**config.mk**
```make
export PLATFORM = sky130hd
export DESIGN_NAME = pwm_ramp_sequencer
export DESIGN_NICKNAME = d
export VERILOG_FILES = /design/src/rtl/pwm_ramp_sequencer.sv
export SDC_FILE = /design/constraint.sdc
export NUM_CORES = 1
export LEC_CHECK = 0
export ABC_CLOCK_PERIOD_IN_PS = 10300
export CORE_MARGIN = 5
export CORE_UTILIZATION = 62
export CTS_CLUSTER_DIAMETER = 50
export CTS_CLUSTER_SIZE = 16
export DETAILED_ROUTE_END_ITERATION = 10
export GPL_ROUTABILITY_DRIVEN = 0
export PLACE_DENSITY = 0.93
export SLEW_MARGIN = 40
export SYNTH_ARGS = -nofsm -noshare
export SYNTH_HDL_FRONTEND = slang
export SYNTH_SLANG_ARGS = --single-unit
```
**constraint.sdc**
```tcl
create_clock -name clk_i -period 10.3 [get_ports clk_i]
set_clock_uncertainty 0.15 [all_clocks]
set_input_delay 2.06 -clock clk_i [delete_from_list [all_inputs] [get_ports clk_i]]
set_output_delay 2.06 -clock clk_i [all_outputs]
set_load 0.02 [all_outputs]
```
**src/rtl/pwm_ramp_sequencer.sv**
```systemverilog
// PWM duty ramp sequencer: walks duty toward a commanded target, updating only at PWM period boundaries.
// Build option PWM_RAMP_IRQ_EN adds a sticky completion interrupt (irq_o, cleared by irq_clr_i).
module pwm_ramp_sequencer #(
    parameter int N      = 10,
    parameter int STEP_W = 4,
    parameter int DIV_W  = 8
) (
    input  logic              clk_i,
    input  logic              rst_ni,
    input  logic [N-1:0]      period_i,
    input  logic              cmd_valid_i,
    output logic              cmd_ready_o,
    input  logic [N-2:0]      cmd_target_i,
    input  logic [STEP_W-1:0] cmd_step_i,
    input  logic [DIV_W-1:0]  cmd_div_i,
    input  logic              abort_i,
`ifdef PWM_RAMP_IRQ_EN
    input  logic              irq_clr_i,
    output logic              irq_o,
`endif
    output logic [N-2:0]      duty_o,
    output logic              busy_o,
    output logic              done_o
);

    typedef enum logic [1:0] {
        ST_IDLE      = 2'd0,
        ST_RAMP_UP   = 2'd1,
        ST_RAMP_DOWN = 2'd2
    } state_e;

    localparam logic [N-1:0]      CNT_ONE  = {{(N-1){1'b0}}, 1'b1};
    localparam logic [DIV_W-1:0]  DIV_ONE  = {{(DIV_W-1){1'b0}}, 1'b1};
    localparam logic [STEP_W-1:0] STEP_ONE = {{(STEP_W-1){1'b0}}, 1'b1};

    // Widened to N bits so neither direction can wrap before clamping to the target.
    function automatic logic [N-2:0] ramp_next(
        input logic              up,
        input logic [N-2:0]      cur,
        input logic [STEP_W-1:0] stp,
        input logic [N-2:0]      tgt
    );
        logic [N-1:0] cur_w;
        logic [N-1:0] stp_w;
        logic [N-1:0] tgt_w;
        logic [N-1:0] res_w;
        cur_w = {1'b0, cur};
        stp_w = {{(N-STEP_W){1'b0}}, stp};
        tgt_w = {1'b0, tgt};
        if (up) begin
            res_w = cur_w + stp_w;
            if (res_w >= tgt_w) begin
                res_w = tgt_w;
            end else begin
                res_w = cur_w + stp_w;
            end
        end else begin
            res_w = cur_w - stp_w;
            if ((stp_w > cur_w) || (res_w <= tgt_w)) begin
                res_w = tgt_w;
            end else begin
                res_w = cur_w - stp_w;
            end
        end
        return res_w[N-2:0];
    endfunction

    state_e              state_q, state_d;
    logic [N-2:0]        duty_q, duty_d;
    logic [N-2:0]        target_q, target_d;
    logic [STEP_W-1:0]   step_q, step_d;
    logic [DIV_W-1:0]    div_ld_q, div_ld_d;
    logic [DIV_W-1:0]    div_q, div_d;
    logic [N-1:0]        cnt_q, cnt_d;
    logic                done_q, done_d;
    logic                busy_q, busy_d;
    logic                tick_s;
    logic                cmd_ready_s;
    logic [STEP_W-1:0]   step_eff_s;
    logic [DIV_W-1:0]    div_eff_s;
    logic [N-2:0]        next_duty_s;

    assign cmd_ready_s = (state_q == ST_IDLE) && !abort_i;
    assign step_eff_s  = (cmd_step_i == '0) ? STEP_ONE : cmd_step_i;
    assign div_eff_s   = (cmd_div_i == '0) ? DIV_ONE : cmd_div_i;
    assign next_duty_s = ramp_next(state_q == ST_RAMP_UP, duty_q, step_q, target_q);

    // Free-running period counter 1..period; a zero period never ticks.
    always_comb begin
        tick_s = 1'b0;
        cnt_d  = cnt_q;
        if ((period_i != '0) && (cnt_q == period_i)) begin
            tick_s = 1'b1;
            cnt_d  = CNT_ONE;
        end else begin
            cnt_d  = cnt_q + CNT_ONE;
        end
    end

    // Ramp FSM next-state, duty update and divider control.
    always_comb begin
        state_d  = state_q;
        duty_d   = duty_q;
        target_d = target_q;
        step_d   = step_q;
        div_ld_d = div_ld_q;
        div_d    = div_q;
        done_d   = 1'b0;
        case (state_q)
            ST_IDLE: begin
                if (cmd_valid_i && cmd_ready_s) begin
                    target_d = cmd_target_i;
                    step_d   = step_eff_s;
                    div_ld_d = div_eff_s;
                    div_d    = div_eff_s;
                    if (cmd_target_i > duty_q) begin
                        state_d = ST_RAMP_UP;
                    end else if (cmd_target_i < duty_q) begin
                        state_d = ST_RAMP_DOWN;
                    end else begin
                        done_d  = 1'b1;
                    end
                end else begin
                    state_d = ST_IDLE;
                end
            end
            ST_RAMP_UP, ST_RAMP_DOWN: begin
                // Abort has priority over a coincident tick so duty is frozen.
                if (abort_i) begin
                    state_d = ST_IDLE;
                end else if (tick_s) begin
                    if (div_q == DIV_ONE) begin
                        duty_d = next_duty_s;
                        div_d  = div_ld_q;
                        if (next_duty_s == target_q) begin
                            state_d = ST_IDLE;
                            done_d  = 1'b1;
                        end else begin
                            state_d = state_q;
                        end
                    end else begin
                        div_d = div_q - DIV_ONE;
                    end
                end else begin
                    div_d = div_q;
                end
            end
            default: begin
                state_d = ST_IDLE;
            end
        endcase
        busy_d = (state_d != ST_IDLE);
    end

    // State and datapath registers.
    always_ff @(posedge clk_i or negedge rst_ni) begin
        if (!rst_ni) begin
            state_q  <= ST_IDLE;
            duty_q   <= '0;
            target_q <= '0;
            step_q   <= '0;
            div_ld_q <= '0;
            div_q    <= '0;
            cnt_q    <= CNT_ONE;
            done_q   <= 1'b0;
            busy_q   <= 1'b0;
        end else begin
            state_q  <= state_d;
            duty_q   <= duty_d;
            target_q <= target_d;
            step_q   <= step_d;
            div_ld_q <= div_ld_d;
            div_q    <= div_d;
            cnt_q    <= cnt_d;
            done_q   <= done_d;
            busy_q   <= busy_d;
        end
    end

`ifdef PWM_RAMP_IRQ_EN
    logic irq_q, irq_d;

    // Sticky completion flag; a done pulse outranks a coincident clear.
    always_comb begin
        irq_d = irq_q;
        if (done_q) begin
            irq_d = 1'b1;
        end else if (irq_clr_i) begin
            irq_d = 1'b0;
        end else begin
            irq_d = irq_q;
        end
    end

    // Interrupt flag register.
    always_ff @(posedge clk_i or negedge rst_ni) begin
        if (!rst_ni) begin
            irq_q <= 1'b0;
        end else begin
            irq_q <= irq_d;
        end
    end

    assign irq_o = irq_q;
`endif

    assign cmd_ready_o = cmd_ready_s;
    assign duty_o      = duty_q;
    assign busy_o      = busy_q;
    assign done_o      = done_q;

endmodule

```
After elaboration in Yosys (flattened, before gate mapping)

Cells that the tools add are included.

Bits of input ports: 35
Output and inout bits: 12
Word-level logic and storage cells: 70
Bits in registers: 52

Reductions and logical operators: 15
Order comparisons: 5
Equality and inequality tests: 8
Bitwise gates (word level): 1
Multiplexer cells: 28
$add $sub $neg: 4

Operators with widths:

| kind                    | count |
|---|---|
| $mux W8                 | 5 |
| $mux W9                 | 3 |
| $pmux W8 S2             | 1 |
| $mux W2                 | 7 |
| $add A10 B1 Y10 const B | 1 |
| $add A9 B4 Y10          | 1 |
| $eq A10 B10 Y1          | 1 |
| $ge A10 B9 Y1           | 1 |
| $le A10 B9 Y1           | 1 |
| $mux W10                | 1 |
| $reduce_bool A10 Y1     | 1 |
| $sub A9 B4 Y10          | 1 |
| $eq A9 B9 Y1            | 1 |
| $gt A4 B9 Y1            | 1 |
| $gt A9 B9 Y1            | 1 |
| $lt A9 B9 Y1            | 1 |
| $eq A8 B1 Y1 const B    | 1 |
| $logic_not A8 Y1        | 1 |
| $mux W1                 | 8 |
| $reduce_and A4 Y1       | 2 |
| $sub A8 B1 Y8 const B   | 1 |
| $logic_not A4 Y1        | 1 |
| $mux W4                 | 1 |
| $ne A2 B2 Y1 const B    | 2 |
| other kinds (13)        | 16 |

Depth between registers and ports, before layout

Gate-level depths: netlist of the first run.

Depth after elaboration: 12
Depth in mapped cells: 19
Gate-level depth less buffers: 18

Least setup slack after synthesis of the first run

OpenSTA, ideal clock, no wires.

Path kind: input to output
Start point: input abort_i
End point: output cmd_ready_o
Slack: 5.695 ns
Data arrival time: 2.395 ns
Required time: 8.090 ns
Path buffers: 0
Stages on the path: 1
Path through: nor2b_1

Longest elaborated chain between the ends: 2

Ends and longest elaborated chain:

| element             | RTL line | source |
|---|---|---|
| from (decl)         | 16       | `input logic abort_i,` |
| $logic_not A1 Y1    | 83       | `assign cmd_ready_s = (state_q == ST_IDLE) && !abort_i;` |
| $logic_and A1 B1 Y1 | 83       |  |
| to (decl)           | 12       | `output logic cmd_ready_o,` |

Every way passes these cells.

Worst setup path after layout of the first run

Ends and elaborated chain as after synthesis.

==> metrics.md, run 1 <==
| Metric | Value |
|---|---|
| Run status | `finished, final reports clean` |
| Sequential power share | `37.9%` |
| Worst setup slack after placement | `4.62 ns` |
| Pre-antenna DRT Iters | `5` |
| Leading cell types in the layout, fill and taps excluded | `dfrtp_1 (51), clkdlybuf4s50_1 (45), nor2_1 (42), ha_1 (42), inv_1 (36)` |
| Initial Util | `63.6%` |
| P_leak | `2.09 nW` |
| Clk Tree Root Cell | `clkbuf_8` |
| Post-synth EDFFs | `0` |
| Reg2reg path depth | `16` |
| Top cell type's share of synthesized area | `29.5%` |
| Cells resized by post-CTS repair | `0` |
| WP data required | `8.09 ns` |
| IO buf count | `46` |
| Avg WL per Cell | `18.1 µm` |
| Die width | `93.5 µm` |
| Slew margin rel. | `between 50% and 60%` |
| Post-Synthesis Cells | `482` |
| Internal power | `between 400 and 500 µW` |
| Worst path depth | `3` |
| Die height | `slightly above 90 µm` |
| Endpoint class of the critical path | `output pin` |
| Setup_tns | `0 ns` |
| Ys flop type | `dfrtp_1` |
| CTS Hold Bufs | `0` |
| CP Max Fanout | `4` |
| Synth unique cells | `70` |
| Sw power | `325 µW` |
| CTS clk-pin slew, worst paths | `about 0.09 ns` |
| Final Max Tran Viols | `0` |
| Cell Rows | `30` |
| Gate power share | `47.6%` |
| Clock Sinks | `52` |
| Worst path top cell family by delay | `buffers and inverters` |
| Postcts setup bufs | `0` |
| Max cap viols | `0` |
| Fillers | `477` |
| Sequential-to-total area share from yosys stat | `a little under a third` |
| Slew @ Worst Pin | `between 0.6 and 0.7 ns` |
| Hold Crit Class | `reg2reg` |
| Residual DRC count | `0` |
| CTS tree | `done` |
| Die area | `0.00874 mm²` |
| Worst EP arrival | `between 3 and 4 ns` |
| Final setup violation count | `0` |
| Setup slack after layout | `~4.6 ns` |
| R2r setup slk | `5.12 ns` |
| Drt via density | `6.47` |
| CTS buffer count | `5` |
| Ys async rst share | `between 90% and 100%` |
| Synthesized area | `0.00432 mm²` |
| Area grow syn2layout | `14.6%` |
| RSZ-0062 raised after global routing | `false` |
| DP Wirelength | `8580 µm` |
| Crit start category | `primary input` |
| Final period util | `approximately 55%` |
| Buf+Inv Stages, Crit Path | `2` |
| Initial antenna violation count | `0` |
| Register area | `0.00130 mm²` |
| Crit path kind | `in2out` |
| Vias | `slightly above 4k` |
| Max incr delay on CP | `0.65 ns` |
| Largest net degree at the start of global routing | `53` |
| Synth warnings | `0` |
| Commonest non-fill, non-tap cell in the layout | `dfrtp_1` |
| Cell taking the most area after synthesis | `dfrtp_1` |
| Seq cells post-synth | `52` |
| Multi-input gate area | `0.00284 mm²` |
| Final nets | `605` |
| Gr usage total | `26.3%` |
| Hold path depth | `1` |
| Fmax | `0.176 GHz` |
| Global route total overflow | `0` |
| N_diodes | `0` |
| Antenna Nets Post-Route | `0` |
| Deepest clock path buffer count | `2` |
| DR iter-0 viols | `473` |
| Power per Cell Area | `about 160 mW/mm²` |
| Clock latency on the worst-skew pair | `0.31 ns` |
| Switching share of total power | `just over 40%` |
| Slowest CP cell | `clkdlybuf4s50_1` |
| Top cells by area, synth | `dfrtp_1 (30%), ha_1 (12%), xnor2_1 (5.9%), mux2_2 (4.9%), nor2_1 (3.6%)` |
| Most common cell on crit path | `clkdlybuf4s50_1` |
| Number of global-route vias before repair | `3954` |
| Tmin final | `roughly 5.7 ns` |
| H-tree depth | `2` |
| Proportion of layout cells with a drive suffix above 1 | `8.75%` |
| Syn_nets | `561` |
| Clock share of power | `roughly 14%` |
| Final hold viol count | `0` |
| I/O pins | `47` |
| Syn avg cell area | `between 8 and 9 µm²` |
| Total core area | `0.00679 mm²` |
| Worst path cell trace | `clkdlybuf4s50_1, nor2b_1, clkdlybuf4s50_1` |
| WL final | `11300 µm` |
| Global-route wire length before repair | `18500 µm` |
| VDD IR max | `approximately 0.12 mV` |
==> cell type report <==
type,count,area share [%]
multi-input combinational,380,57.2
tap,96,2.42
timing repair buffer,48,9.49
clock inverter,2,0.252
inverter,39,2.95
clock buffer,5,1.39
sequential,52,26.3
==> worst reg2reg max path, cell delays in order (launching register included) <==
cell       delay (ns)
dfrtp_1          0.44
ha_1             0.42
inv_1            0.16
a21oi_1          0.16
a2111oi_2        0.70
xnor2_1          0.23
inv_1            0.07
ha_1             0.29
a2111oi_1        0.53
nand3_1          0.13
a31o_2           0.27
a21oi_2          0.47
a221oi_1         0.19
o21ai_0          0.39
nand4_1          0.13
nor2_1           0.22
o21ai_1          0.12
==> stage by stage <==
stage	utilization, %	instance area (µm²)	power [mW]	instances	hold WS (ns)
5_1_grt	72.9	4960	0.835	622	0.356
2_1_floorplan	-	4320	0.556	482	0.300
6_report	72.9	4960	0.783	622	0.339
4_1_cts	72.8	4950	0.770	622	0.338
3_3_place_gp	71.5	4850	0.632	615	0.314
3_5_place_dp	71.6	4860	0.655	615	0.317
==> power by group through the flow <==
stage | Combinational (mW) | Clock, mW | Sequential, mW
2_1_floorplan | 0.271 | 0 | 0.285
3_3_place_gp | 0.336 | 0 | 0.295
3_5_place_dp | 0.356 | 0 | 0.299
4_1_cts | 0.360 | 0.114 | 0.295
5_1_grt | 0.408 | 0.123 | 0.303
6_report | 0.372 | 0.114 | 0.297
==> logic make-up (layout without fill, tap and decap cells) <==
group | Yosys count | count (layout) | share of synthesized area, %
adder cells (fa/ha/maj) | 44 | 44 | 13.1
AND/OR/NAND/NOR | 148 | 148 | 17.9
buffers and inverters | 50 | 94 | 4.75
flip-flops | 52 | 52 | 30.1
multiplexers | 34 | 34 | 8.42
XOR/XNOR | 37 | 37 | 7.81
AO/OA/AOI/OAI | 117 | 117 | 17.9
==> sequential cells by signal (all words and copies together) (netlist names) <==
name / count
busy_o: 1
cnt_q: 10
div_ld_q: 8
div_q: 8
done_o: 1
duty_o: 9
state_q: 2
step_q: 4
target_q: 9
==> per-layer routing <==
metal	global-route usage [%]	share of wire, %	vias to the layer above
met5	0	0	-
met4	11.5	4.2	0
met3	3.46	7.5	60
met2	43.6	47	245
met1	34.2	41	1894
li1	-	-	1828
==> cells in the mapped netlist (3+ instances only) <==
cell type and n:
and3_1 4, xnor2_1 29, o21ai_1 8, o211ai_1 5, nor2b_1 7, a31oi_1 3, a21oi_1 28, inv_1 36
clkbuf_1 4, o21ai_0 27, mux2_2 19, nor3_1 11, mux2i_1 15, a211oi_1 5, ha_1 42, a22o_1 3
nand3_1 15, xor2_1 7, o21a_1 3, nand4_1 11, a21o_1 4, nand2b_1 4, nand2_1 33, dfrtp_1 51
buf_2 5, nor2_1 42
==> path summary, 6_finish.rpt <==
kind	from	end
max	abort_i	cmd_ready_o
min	cnt_q[0]	cnt_q[0]
max reg2reg	duty_o[3]	busy_o
min reg2reg	cnt_q[0]	cnt_q[0]
max in group asynchronous	rst_ni	duty_o[0]
min in group asynchronous	rst_ni	cnt_q[9]
(Power assumes the default switching activity.)
==> inputs of run 2 (changes only) <==
- ABC_CLOCK_PERIOD_IN_PS: 10300 -> 4760
- CORE_UTILIZATION: 62 -> 52
- PLACE_DENSITY: 0.93 -> 0.84
- clock period: 10.3 -> 4.76 ns (I/O delays scaled with it)
==> metrics.md, run 2 (synthesis gave the netlist of run 1 again) <==
| Metric | Value |
|---|---|
| Global-route wire length before repair | `18500 µm (+0.41%)` |
| Die width | `101 µm (+8.2%)` |
| Total core area | `0.00818 mm² (+20%)` |
| Slew margin rel. | `41.0% (-15 points)` |
| Final hold viol count | `0 (unchanged)` |
| VDD IR max | `0.183 mV (+53%)` |
| Post-route cell area | `0.00500 mm² (+0.98%)` |
| CTS clk-pin slew, worst paths | `0.11 ns (+0.02 ns)` |
| Number of global-route vias before repair | `3823 (-3.3%)` |
| Deepest clock path buffer count | `2 (unchanged)` |
| Fmax | `0.217 GHz` |
| Most flops, register | `cnt_q` |
| Crit path kind | `reg2reg` |
| Slew @ Worst Pin | `0.885 ns (+0.219 ns)` |
| Area grow syn2layout | `15.8%` |
| DP Wirelength | `8760 µm (+2.0%)` |
| Final nets | `609 (+0.66%)` |
| Post-DP Area | `0.00490 mm² (+0.69%)` |
| Leading cell types in the layout, fill and taps excluded | `dfrtp_1 (50), clkdlybuf4s50_1 (45), nor2_1 (42)` |
| Power per Cell Area | `345 mW/mm² (+120%)` |
| Run status | `finished, final reports clean` |
| Clk Tree Root Cell | `clkbuf_8` |
| Endpoint class of the critical path | `flop` |
| Setup_tns | `0 ns (unchanged)` |
| Die area | `0.0102 mm² (+17%)` |
| Max reg flops | `10 (unchanged)` |
| Die height | `101 µm (+8.2%)` |
| Final Max Tran Viols | `0 (unchanged)` |
| Clock Sinks | `52 (unchanged)` |
| CP Max Fanout | `11 (+7)` |
| Initial antenna violation count | `0 (unchanged)` |
| IO buf count | `46 (unchanged)` |
| Postcts setup bufs | `0 (unchanged)` |
| H-tree depth | `2 (unchanged)` |
| CTS buffer count | `5 (unchanged)` |
| DR iter-0 viols | `552 (+17%)` |
| Tmin final | `4.61 ns` |
| Final setup violation count | `0 (unchanged)` |
| RSZ-0062 raised after global routing | `false` |
| Avg WL per Cell | `18.0 µm (-0.91%)` |
| Proportion of layout cells with a drive suffix above 1 | `9.98% (+1.2 points)` |
| Largest net degree at the start of global routing | `53 (unchanged)` |
| WL final | `11400 µm (+1.3%)` |
| Hold Crit Class | `reg2reg` |
| I/O pins | `47 (unchanged)` |
| Clock latency on the worst-skew pair | `0.32 ns (about the same)` |
| Global route total overflow | `0 (unchanged)` |
| Gr usage total | `22.5% (-3.8 points)` |
| Total Power | `1.72 mW (+120%)` |
| CTS Hold Bufs | `0 (unchanged)` |
| Vias | `3959 (-1.7%)` |
| Final period util | `between 90% and 100%` |
| Antenna Nets Post-Route | `0 (unchanged)` |
| Worst EP arrival | `4.67 ns (+1.21 ns)` |
| Initial Util | `52.9% (-11 points)` |
| P_leak | `2.11 nW (+1.0%)` |
| CTS tree | `done` |
| N_diodes | `0 (unchanged)` |
| Cell Rows | `33 (+10%)` |
| Max cap viols | `0 (unchanged)` |
| R2r setup slk | `0.15 ns (-4.97 ns)` |
| Residual DRC count | `0 (unchanged)` |
| Drt via density | `6.22 (-3.9%)` |
| WP data required | `4.82 ns (-3.27 ns)` |
| Pre-antenna DRT Iters | `7 (+2)` |
| Commonest non-fill, non-tap cell in the layout | `dfrtp_1` |
| Crit start category | `flop` |
## run 2: cell types whose count changed in the layout (fill, tap and decap cells not counted), sizes merged
cell    before  now
buf          3    7
clkbuf       5    6
## run 2: final timing paths
kind	from	to	cells past startpoint
worst max register to register	duty_o[2]	state_q[0]	18
max in group asynchronous	rst_ni	duty_o[1]	2
worst min register to register	cnt_q[0]	cnt_q[0]	1
worst max-delay path	duty_o[2]	state_q[0]	18
worst min-delay path	cnt_q[0]	cnt_q[0]	1
min in group asynchronous	rst_ni	cnt_q[4]	2
## run 2: power breakdown
| group | switching, mW | total [mW] | internal (mW) |
|---|---|---|---|
| Sequential | 0.109 | 0.640 | 0.531 |
| Clock | 0.165 | 0.270 | 0.105 |
| Combinational | 0.449 | 0.815 | 0.366 |
| Total | 0.722 | 1.72 | 1.00 |
## run 2: stage by stage
step / std cells / hold slack [ns] / util (%) / setup slack, ns
6_report: 636 / 0.338 / 61.2 / 0.150
5_1_grt: 636 / 0.366 / 61.2 / 0.00846
3_5_place_dp: 628 / 0.315 / 59.9 / 0.0402
4_1_cts: 636 / 0.341 / 61.0 / 0.128
2_1_floorplan: 482 / 0.300 / - / 0.551
3_3_place_gp: 628 / 0.312 / 59.9 / 0.217
## run 2: what timing repair did
item | 4_1_cts | 5_1_grt
resized for setup | 1 | 6
endpoints found under the setup margin | 2 | 7
pin swaps | 0 | 0
## run 2: layout make-up
class,count,area (µm²)
Timing Repair Buffer,52,500
Clock inverter,2,16.3
Clock buffer,6,72.6
Tap cell,105,131
Multi-Input combinational cell,380,2830
Inverter,39,146
Fill cell,690,3170
Sequential cell,52,1300
## run 2: critical path, stage by stage, from the launching register on
cell and delay (ns):
dfrtp_1 0.45, ha_1 0.46, nor2_1 0.14, o21ai_1 0.16, a2111oi_2 0.40, buf_4 0.21
xnor2_1 0.14, inv_1 0.07, ha_1 0.33, a2111oi_2 0.10, and2_1 0.17, o21ai_1 0.26
a21oi_2 0.16, buf_4 0.19, a21oi_1 0.18, a32oi_1 0.09, or4_1 0.54, nor2_1 0.21
o21ai_1 0.11
## run 2: layer usage
metal	share of wire (%)	track usage, %	vias up
li1	-	-	1843
met1	42	30.0	1844
met2	45	35.2	219
met3	8.6	4.75	53
met4	4.0	9.92	0
met5	0	0	-
==> inputs of run 3 (changes only) <==
- CAP_MARGIN: not set -> 30
- GPL_TIMING_DRIVEN: not set -> 0
==> metrics.md, run 3 (synthesis gave the netlist of run 1 again) <==
| Metric | Value |
|---|---|
| Clock latency on the worst-skew pair | `0.32 ns (about the same)` |
| Endpoint class of the critical path | `flop` |
| Final instance count without filler cells | `645 (+1.4%)` |
| Commonest non-fill, non-tap cell in the layout | `dfrtp_1` |
| CTS tree | `done` |
| DP Wirelength | `8730 µm (-0.34%)` |
| Hold Crit Class | `in2async` |
| Max cap viols | `0 (unchanged)` |
| Initial Util | `52.9% (unchanged)` |
| WP data required | `4.82 ns (about the same)` |
| IO buf count | `46 (unchanged)` |
| Final Max Tran Viols | `0 (unchanged)` |
| Drt via density | `6.04 (-3.0%)` |
| Crit start category | `flop` |
| Slew @ Worst Pin | `0.708 ns (-0.177 ns)` |
| Clock Sinks | `52 (unchanged)` |
| N_diodes | `0 (unchanged)` |
| Global route total overflow | `0 (unchanged)` |
| Pre-antenna DRT Iters | `6 (-1)` |
| Cell Rows | `33 (unchanged)` |
| Residual DRC count | `0 (unchanged)` |
| R2r setup slk | `0.27 ns (+0.12 ns)` |
| Tmin final | `4.49 ns (-0.117 ns)` |
| VDD IR max | `0.232 mV (+27%)` |
| Final period util | `94.4% (-2.5 points)` |
| Area grow syn2layout | `17.7%` |
| Critical Path Source | `duty_o[2]` |
| Power per Cell Area | `343 mW/mm² (-0.51%)` |
| P_leak | `2.15 nW (+1.9%)` |
| CTS clk-pin slew, worst paths | `0.12 ns (about the same)` |
| Antenna Nets Post-Route | `0 (unchanged)` |
| Crit path kind | `reg2reg` |
| Global-route wire length before repair | `18200 µm (-2.0%)` |
| Final setup violation count | `0 (unchanged)` |
| Deepest clock path buffer count | `2 (unchanged)` |
| Final nets | `618 (+1.5%)` |
| Most flops, register | `cnt_q` |
| Reg2reg path depth | `18 (unchanged)` |
| CTS buffer count | `5 (unchanged)` |
| Proportion of layout cells with a drive suffix above 1 | `10.9% (+0.94 points)` |
| Reg2Reg Launch Point | `duty_o[2]` |
| R2r endpoint | `busy_o` |
| Placed cells | `634 (+0.96%)` |
| DR iter-0 viols | `366 (-34%)` |
| Post-DP Area | `0.00493 mm² (+0.69%)` |
| Max reg flops | `10 (unchanged)` |
| Number of global-route vias before repair | `3751 (-1.9%)` |
| Avg WL per Cell | `17.5 µm (-2.8%)` |
| Post-route cell area | `0.00509 mm² (+1.7%)` |
| Slew margin rel. | `52.4% (+11 points)` |
| Worst hold slack | `0.319 ns (-0.0195 ns)` |
| Total core area | `0.00818 mm² (unchanged)` |
| H-tree depth | `2 (unchanged)` |
| Total Power | `1.75 mW (+1.2%)` |
| Leading cell types in the layout, fill and taps excluded | `dfrtp_1 (51), clkdlybuf4s50_1 (45), ha_1 (42)` |
| Clk Tree Root Cell | `clkbuf_8` |
| WL final | `11300 µm (-1.4%)` |
| Largest net degree at the start of global routing | `39 (-26%)` |
| Die area | `0.0102 mm² (unchanged)` |
| I/O pins | `47 (unchanged)` |
| Worst EP arrival | `4.55 ns (-0.12 ns)` |
| Vias | `3893 (-1.7%)` |
| Fmax | `0.223 GHz (+2.6%)` |
| Die height | `101 µm (unchanged)` |
| Final hold viol count | `0 (unchanged)` |
| Gr usage total | `22.0% (-0.45 points)` |
| Worst setup endpoint | `busy_o` |
| Initial antenna violation count | `0 (unchanged)` |
| CP Max Fanout | `10 (-1)` |
| Run status | `finished, final reports clean` |
| Die width | `101 µm (unchanged)` |
[run 3: metal layers]
metal	vias up	track usage [%]	part of all wire, %
met5	-	0	0
met4	0	7.46	2.7
met3	35	3.24	7.2
met2	161	35.3	47
met1	1845	30.6	43
li1	1852	-	-
[run 3: worst min path at each step]
stage | startpoint | endpoint | slack (ns) | cells past startpoint
2_1_floorplan | cnt_q[0] | cnt_q[0] | 0.30 | 1
3_3_place_gp | cnt_q[0] | cnt_q[0] | 0.31 | 1
3_5_place_dp | cnt_q[0] | cnt_q[0] | 0.31 | 1
4_1_cts | rst_ni | cnt_q[4] | 0.33 | 1
5_1_grt | rst_ni | target_q[8] | 0.33 | 1
6_report | rst_ni | target_q[8] | 0.32 | 1
[run 3: worst max-delay path, cell delays in order (launching register included)]
cell and delay (ns):
dfrtp_1 0.45, ha_1 0.32, buf_2 0.19, nor2_1 0.11
o21ai_1 0.17, a2111oi_4 0.53, xnor2_1 0.20, inv_1 0.07
ha_1 0.31, o211a_1 0.19, a211oi_2 0.07, o21ai_2 0.21
a21oi_2 0.11, buf_4 0.20, a22o_1 0.26, a222oi_1 0.41
nand4_1 0.17, nor2_2 0.18, o21ai_1 0.11
[run 3: where the power goes]
group	switching [mW]	leakage [nW]	internal (mW)
registers	0.109	0.605	0.531
logic	0.447	1.50	0.379
clock network	0.171	0.0463	0.109
total	0.726	2.15	1.02
[run 3: timing repair]
item / CTS / global route
pin swaps: 0 / 3
resized for setup: 1 / 11
buffers inserted: 0 / 3
hold buffers: 0 / 0
endpoints found under the setup margin: 3 / 5
[run 3: cell type report]
| cell class | count | area [µm²] |
|---|---|---|
| Fill cell | 670 | 3090 |
| Multi-Input combinational cell | 380 | 2850 |
| Sequential cell | 52 | 1300 |
| Timing Repair Buffer | 50 | 500 |
| Inverter | 39 | 146 |
| Tap cell | 105 | 131 |
| Clock buffer | 5 | 68.8 |
| Buffer | 11 | 61.3 |
| Clock inverter | 3 | 27.5 |
[run 3: stage by stage]
stage | setup WS, ns | util, % | setup TNS, ns
finish | 0.268 | 62.3 | 0
global route | -0.0262 | 62.3 | -0.0582
CTS | 0.0342 | 61.7 | 0
detailed placement | -0.109 | 60.3 | -0.296
global placement | -0.00183 | 60.1 | -0.00183
floorplan | 0.551 | - | 0
